==> src/rtl/lsu.sv <==
// Load/store unit: one RV32I load or store per request, issued as a single
// Wishbone B4 (pipelined or classic) transfer with lane steering and ack timeout.
module lsu #(
  parameter int PIPELINED   = 1,
  parameter int ACK_TIMEOUT = 255
) (
  input  logic        clk_i,
  input  logic        rst_ni,
  output logic        input_ready_o,
  input  logic        input_valid_i,
  input  logic        store_i,
  input  logic [2:0]  funct3_i,
  input  logic [31:0] addr_i,
  input  logic [31:0] wdata_i,
  input  logic [4:0]  rd_i,
  output logic [31:0] wb_adr_o,
  input  logic [31:0] wb_dat_i,
  output logic [31:0] wb_dat_o,
  output logic        wb_we_o,
  output logic [3:0]  wb_sel_o,
  output logic        wb_stb_o,
  input  logic        wb_ack_i,
  input  logic        wb_stall_i,
  output logic        wb_cyc_o,
  input  logic        output_ready_i,
  output logic        output_valid_o,
  output logic        result_write_o,
  output logic [4:0]  result_addr_o,
  output logic [31:0] result_o,
  output logic        misaligned_o,
  output logic        bus_error_o
);

  localparam int CNT_W = (ACK_TIMEOUT > 0) ? $clog2(ACK_TIMEOUT + 1) : 1;

  localparam logic [1:0] S_IDLE = 2'd0;
  localparam logic [1:0] S_REQ  = 2'd1;
  localparam logic [1:0] S_WAIT = 2'd2;
  localparam logic [1:0] S_RESP = 2'd3;

  logic [1:0]       r_state;
  logic             r_store;
  logic [1:0]       r_size;
  logic             r_uns;
  logic [1:0]       r_off;
  logic [4:0]       r_rd;
  logic [CNT_W-1:0] r_cnt;
  logic [31:0]      r_adr;
  logic [31:0]      r_dat;
  logic [3:0]       r_sel;
  logic             r_we;
  logic             r_stb;
  logic             r_cyc;
  logic             r_valid;
  logic             r_write;
  logic [31:0]      r_result;
  logic             r_mis;
  logic             r_berr;

  logic [1:0]       w_size;
  logic             w_mis;
  logic             w_expire;

  function automatic logic [3:0] f_sel(input logic [1:0] size, input logic [1:0] off);
    case (size)
      2'b00:   f_sel = 4'b0001 << off;
      2'b01:   f_sel = 4'b0011 << off;
      default: f_sel = 4'b1111;
    endcase
  endfunction

  function automatic logic [31:0] f_store_dat(input logic [1:0] size, input logic [31:0] wd);
    case (size)
      2'b00:   f_store_dat = {4{wd[7:0]}};
      2'b01:   f_store_dat = {2{wd[15:0]}};
      default: f_store_dat = wd;
    endcase
  endfunction

  function automatic logic [31:0] f_load_ext(input logic [31:0] dat, input logic [1:0] off,
                                             input logic [1:0] size, input logic uns);
    logic [31:0] sh;
    sh = dat >> {off, 3'b000};
    case (size)
      2'b00:   f_load_ext = uns ? {24'h0, sh[7:0]}  : {{24{sh[7]}}, sh[7:0]};
      2'b01:   f_load_ext = uns ? {16'h0, sh[15:0]} : {{16{sh[15]}}, sh[15:0]};
      default: f_load_ext = dat;
    endcase
  endfunction

  assign w_size   = funct3_i[1:0];
  // size 2'b11 is handled as a word, so size[1] covers both word encodings
  assign w_mis    = ((w_size == 2'b01) && addr_i[0]) || (w_size[1] && (addr_i[1:0] != 2'b00));
  assign w_expire = (ACK_TIMEOUT != 0) && (32'(r_cnt) == ACK_TIMEOUT - 1);

  always_ff @(posedge clk_i or negedge rst_ni) begin
    if (!rst_ni) begin
      r_state  <= S_IDLE;
      r_store  <= 1'b0;
      r_size   <= 2'b00;
      r_uns    <= 1'b0;
      r_off    <= 2'b00;
      r_rd     <= 5'd0;
      r_cnt    <= '0;
      r_adr    <= 32'h0;
      r_dat    <= 32'h0;
      r_sel    <= 4'h0;
      r_we     <= 1'b0;
      r_stb    <= 1'b0;
      r_cyc    <= 1'b0;
      r_valid  <= 1'b0;
      r_write  <= 1'b0;
      r_result <= 32'h0;
      r_mis    <= 1'b0;
      r_berr   <= 1'b0;
    end else begin
      case (r_state)
        S_IDLE: begin
          if (input_valid_i) begin
            r_store <= store_i;
            r_size  <= w_size;
            r_uns   <= funct3_i[2];
            r_off   <= addr_i[1:0];
            r_rd    <= rd_i;
            r_cnt   <= '0;
            if (w_mis) begin
              r_state  <= S_RESP;
              r_valid  <= 1'b1;
              r_mis    <= 1'b1;
              r_write  <= 1'b0;
              r_result <= 32'h0;
            end else begin
              r_state <= S_REQ;
              r_cyc   <= 1'b1;
              r_stb   <= 1'b1;
              r_we    <= store_i;
              r_adr   <= {addr_i[31:2], 2'b00};
              r_sel   <= f_sel(w_size, addr_i[1:0]);
              r_dat   <= f_store_dat(w_size, wdata_i);
            end
          end
        end
        S_REQ, S_WAIT: begin
          // ack takes priority over a timeout expiring in the same cycle
          if (wb_ack_i) begin
            r_state  <= S_RESP;
            r_cyc    <= 1'b0;
            r_stb    <= 1'b0;
            r_valid  <= 1'b1;
            r_result <= r_store ? 32'h0 : f_load_ext(wb_dat_i, r_off, r_size, r_uns);
            r_write  <= !r_store && (r_rd != 5'd0);
          end else if (w_expire) begin
            r_state  <= S_RESP;
            r_cyc    <= 1'b0;
            r_stb    <= 1'b0;
            r_valid  <= 1'b1;
            r_berr   <= 1'b1;
            r_result <= 32'h0;
            r_write  <= 1'b0;
          end else begin
            r_cnt <= r_cnt + 1'b1;
            if ((r_state == S_REQ) && (PIPELINED != 0) && !wb_stall_i) begin
              r_stb   <= 1'b0;
              r_state <= S_WAIT;
            end
          end
        end
        default: begin
          if (output_ready_i) begin
            r_state <= S_IDLE;
            r_valid <= 1'b0;
            r_mis   <= 1'b0;
            r_berr  <= 1'b0;
          end
        end
      endcase
    end
  end

  assign input_ready_o  = (r_state == S_IDLE);
  assign wb_adr_o       = r_adr;
  assign wb_dat_o       = r_dat;
  assign wb_we_o        = r_we;
  assign wb_sel_o       = r_sel;
  assign wb_stb_o       = r_stb;
  assign wb_cyc_o       = r_cyc;
  assign output_valid_o = r_valid;
  assign result_write_o = r_write;
  assign result_addr_o  = r_rd;
  assign result_o       = r_result;
  assign misaligned_o   = r_mis;
  assign bus_error_o    = r_berr;

endmodule

==> config.mk <==
export PLATFORM = sky130hd
export DESIGN_NAME = lsu
export DESIGN_NICKNAME = d
export VERILOG_FILES = /design/src/rtl/lsu.sv
export SDC_FILE = /design/constraint.sdc
export NUM_CORES = 1
export LEC_CHECK = 0
export ABC_AREA = 1
export BUFFER_PORTS_ARGS = -buffer_cell sky130_fd_sc_hd__buf_2
export CAP_MARGIN = 20
export CORE_AREA = 2 2 122 124
export CTS_BUF_LIST = sky130_fd_sc_hd__clkbuf_16
export CTS_CLUSTER_DIAMETER = 200
export DETAILED_ROUTE_END_ITERATION = 16
export DIE_AREA = 0 0 124 126
export MAX_ROUTING_LAYER = met4
export PLACE_DENSITY_LB_ADDON = 0.08
export SYNTH_ARGS = -nofsm -noshare
export SYNTH_HDL_FRONTEND = slang
export SYNTH_SLANG_ARGS = --single-unit
==> constraint.sdc <==
create_clock -name clk_i -period 1.6 [get_ports clk_i]
set_input_delay 0.08 -clock clk_i [delete_from_list [all_inputs] [get_ports clk_i]]
set_output_delay 0.08 -clock clk_i [all_outputs]
set_load 0.03 [all_outputs]
==> impl_results.md <==
- Final GP Congestion: 0.9112
- Critical Path AT: 1.89 ns
- Power density over the cells: 2045 nW/um2
- TritonCTS clock tree: built
- CTS H-tree depth: 4
- Clk buf depth: 2
- DRC errors left: 0
- Fmax: 0.6306 GHz
- Top_reg_cell synth: dfrtp_1
- DP HPWL: 12.75 mm
- Async SR Flop Fraction: 1.000
- Filler Cell Count: 1234
- R2r startpoint: r_cnt[1]
- Final Instance Area: 9356 um2
- DIE HEIGHT: 126 um
- RSZ-0062 raised after global routing: true
- Largest area contributor in the netlist: dfrtp_1
- Hold path startpoint: wb_dat_i[8]
- Synth top area cells: dfrtp_1 50%, nand2_1 18%, nor2_1 5.5%
- Die X: 124 um
- Clock Latency Late Sink: 0.42 ns
- Worst path required time: 1.91 ns
- EDFF count, synth: 0
- Die area: 15620 um2
- I/O pins: 224
- Vias: 6533
- Area Overhead vs Synth: 49.29%
- Cell area after placement: 7742 um2
- Vias per inst: 4.953
- Cells after synthesis: 801
- Non-filler cells, final: 1319
- Reg-to-Reg End: result_o[13]
- LEAKAGE: 5.000 nW
- Layout Nets: 1240
- Setup violations, final: 0
- Initial antenna violation count: 0
- First-pass GRT wire length: 29.93 mm
- Placed insts: 1200
- Setup Skew: 0.008514 ns
- CTS Root Cell: clkbuf_16
- Endpoints failing hold: 0
- Startpoint Class: flip-flop
- Hold Crit Class: in -> reg
- CORE AREA: 14310 um2
- R2R Setup Slk: 0.01 ns
- #FFs+latches synth: 126
- WL/cell: 14.42 um
- Share of layout cells above drive strength 1: 0.3172
- Hold depth: 5
- Num CTS Buffers: 17
- Synth Area per Inst: 7.824 um2
- WL final: 19.03 mm
- Status: completed
- Cells on worst reg2reg path: 11
- Worst hold endpoint: result_o[8]
- All-Layer GR Usage: 0.2504
- Slew Viols, Final: 0
- Initial core utilization: 0.4378
- Final Core Density: 0.6537
- Overflow after GRT: 0
- Synth Warn #: 0
- Row count: 44
- DRT Pass-1 Iters: 5
- Largest net degree at the start of global routing: 60
- Tmin final: 1.586 ns
- Largest fanout on the critical path: 8
- Synthesized cell area: 6267 um2
- CP Class: reg -> reg
- Initial drt markers: 433
- Antenna-violating nets left: 0
- CTS Sinks: 126
- Worst vdd ir: 0.0009507 V
- Clk slew on worst S/H paths: 0.06 ns
- Crit share post-route: 0.9911
- Antenna Cells: 0
- Max cap viols: 0
- Yosys cell types: 36
- Worst Setup End Kind: flip-flop
- Design Power: 19.13 mW
- Seq/Total Area, Yosys: 0.5031
- IO Port Bufs: 221
- Vias in the first global route: 6146
- Top cell type's share of synthesized area: 0.5031
==> layout by cell type, fill, tap and decap left out, types with 3 or more instances in the layout <==
cell type | Yosys | final
nand2_1 | 297 | 291
buf_2 | 13 | 220
dfrtp_1 | 126 | 125
dlygate4sd3_1 | 0 | 76
nor2_1 | 91 | 74
o21ai_0 | 58 | 55
inv_1 | 41 | 36
buf_4 | 8 | 34
nand3_1 | 29 | 29
a21oi_1 | 25 | 25
o21ai_1 | 19 | 22
clkbuf_16 | 0 | 19
a31oi_1 | 12 | 12
nor2_2 | 0 | 11
nand2_2 | 4 | 9
o211ai_1 | 9 | 9
inv_2 | 4 | 8
nor2_4 | 2 | 8
buf_12 | 0 | 8
o21ai_2 | 5 | 5
mux2_2 | 5 | 5
clkinv_4 | 0 | 4
inv_6 | 0 | 4
buf_6 | 7 | 4
nand3_2 | 4 | 3
ha_1 | 7 | 3
inv_8 | 0 | 3
==> area by class of cell <==
| type | count | area (um2) | area share |
|---|---|---|---|
| clock buffer | 17 | 425.4 | 0.04547 |
| clock inverter | 15 | 175.2 | 0.01872 |
| inverter | 46 | 187.7 | 0.02006 |
| multi-input combinational | 587 | 2811 | 0.3005 |
| sequential | 126 | 3154 | 0.3371 |
| tap | 184 | 230.2 | 0.02461 |
| timing repair buffer | 344 | 2372 | 0.2535 |
==> where the power goes <==
part	total, mW	switching [mW]	internal [mW]
sequential	5.36	0.795	4.56
clock	3.91	1.57	2.35
combinational	9.86	6.49	3.37
total	19.1	8.86	10.3
==> critical path, stage by stage, from the launching register on <==
cell and delay (ns):
dfrtp_2 0.43, ha_4 0.16, inv_2 0.05, nor2_2 0.04
nand2_2 0.10, nand3_4 0.10, nand4_1 0.09, buf_6 0.16
buf_12 0.15, clkinv_8 0.06, nand2_2 0.07, nand2_2 0.05
==> layer usage <==
layer / vias to the layer above / share of wire / track usage
met4: 0 / 0.021 / 0.07997
met2: 221 / 0.47 / 0.3846
met5: - / 0 / -
met1: 3068 / 0.44 / 0.3249
li1: 3213 / - / -
met3: 31 / 0.065 / 0.06386
==> through the flow <==
stage               hold WS (ns)  TNS [ns]  setup WS, ns
detailed placement       0.01708         0       0.03984
finish                   0.02785         0       0.01418
global placement         0.01782         0       0.06363
global route             0.04605    -2.112       -0.1023
CTS                      0.01261         0      0.003086
floorplan                -0.2156         0      0.007470
==> kinds of logic after synthesis <==
group           after synthesis  synth area share
compound gates              134            0.1186
xor+xnor                      2          0.002795
fa+ha+maj                     7           0.01397
buf+inv                      89           0.06967
flops                       126            0.5031
mux                           6           0.01058
other cells                   1         0.0005983
simple gates                436            0.2807
==> synth_stat cells (4+ instances only) <==
| cell | count |
|---|---|
| a21oi_1 | 25 |
| a31oi_1 | 12 |
| buf_2 | 13 |
| buf_4 | 8 |
| buf_6 | 7 |
| clkbuf_1 | 14 |
| dfrtp_1 | 126 |
| ha_1 | 7 |
| inv_1 | 41 |
| inv_2 | 4 |
| mux2_2 | 5 |
| nand2_1 | 297 |
| nand2_2 | 4 |
| nand3_1 | 29 |
| nand3_2 | 4 |
| nor2_1 | 91 |
| o211ai_1 | 9 |
| o21ai_0 | 58 |
| o21ai_1 | 19 |
| o21ai_2 | 5 |
==> state kept, by name (all words and copies together), names as in the netlist, 2 cells and up <==
register       count
wb_dat_o          32
wb_sel_o           4
r_cnt              8
result_o          32
r_state            2
wb_adr_o          30
r_size             2
result_addr_o      5
r_off              2
==> worst max path at each step <==
stage,end,start
CTS,result_o[13],r_state[0]
finish,result_o[13],r_cnt[1]
global placement,r_state[1],r_state[0]
detailed placement,result_o[27],r_state[0]
floorplan,result_o[16],r_state[0]
global route,result_o[19],r_cnt[0]
==> timing repair <==
action                     in CTS  in global routing
setup buffers                   0                  8
resized for setup               0                 48
setup endpoints to repair       0                 43
hold endpoints to repair      203                  0
hold buffers                   76                  0
(Power assumes the default switching activity.)
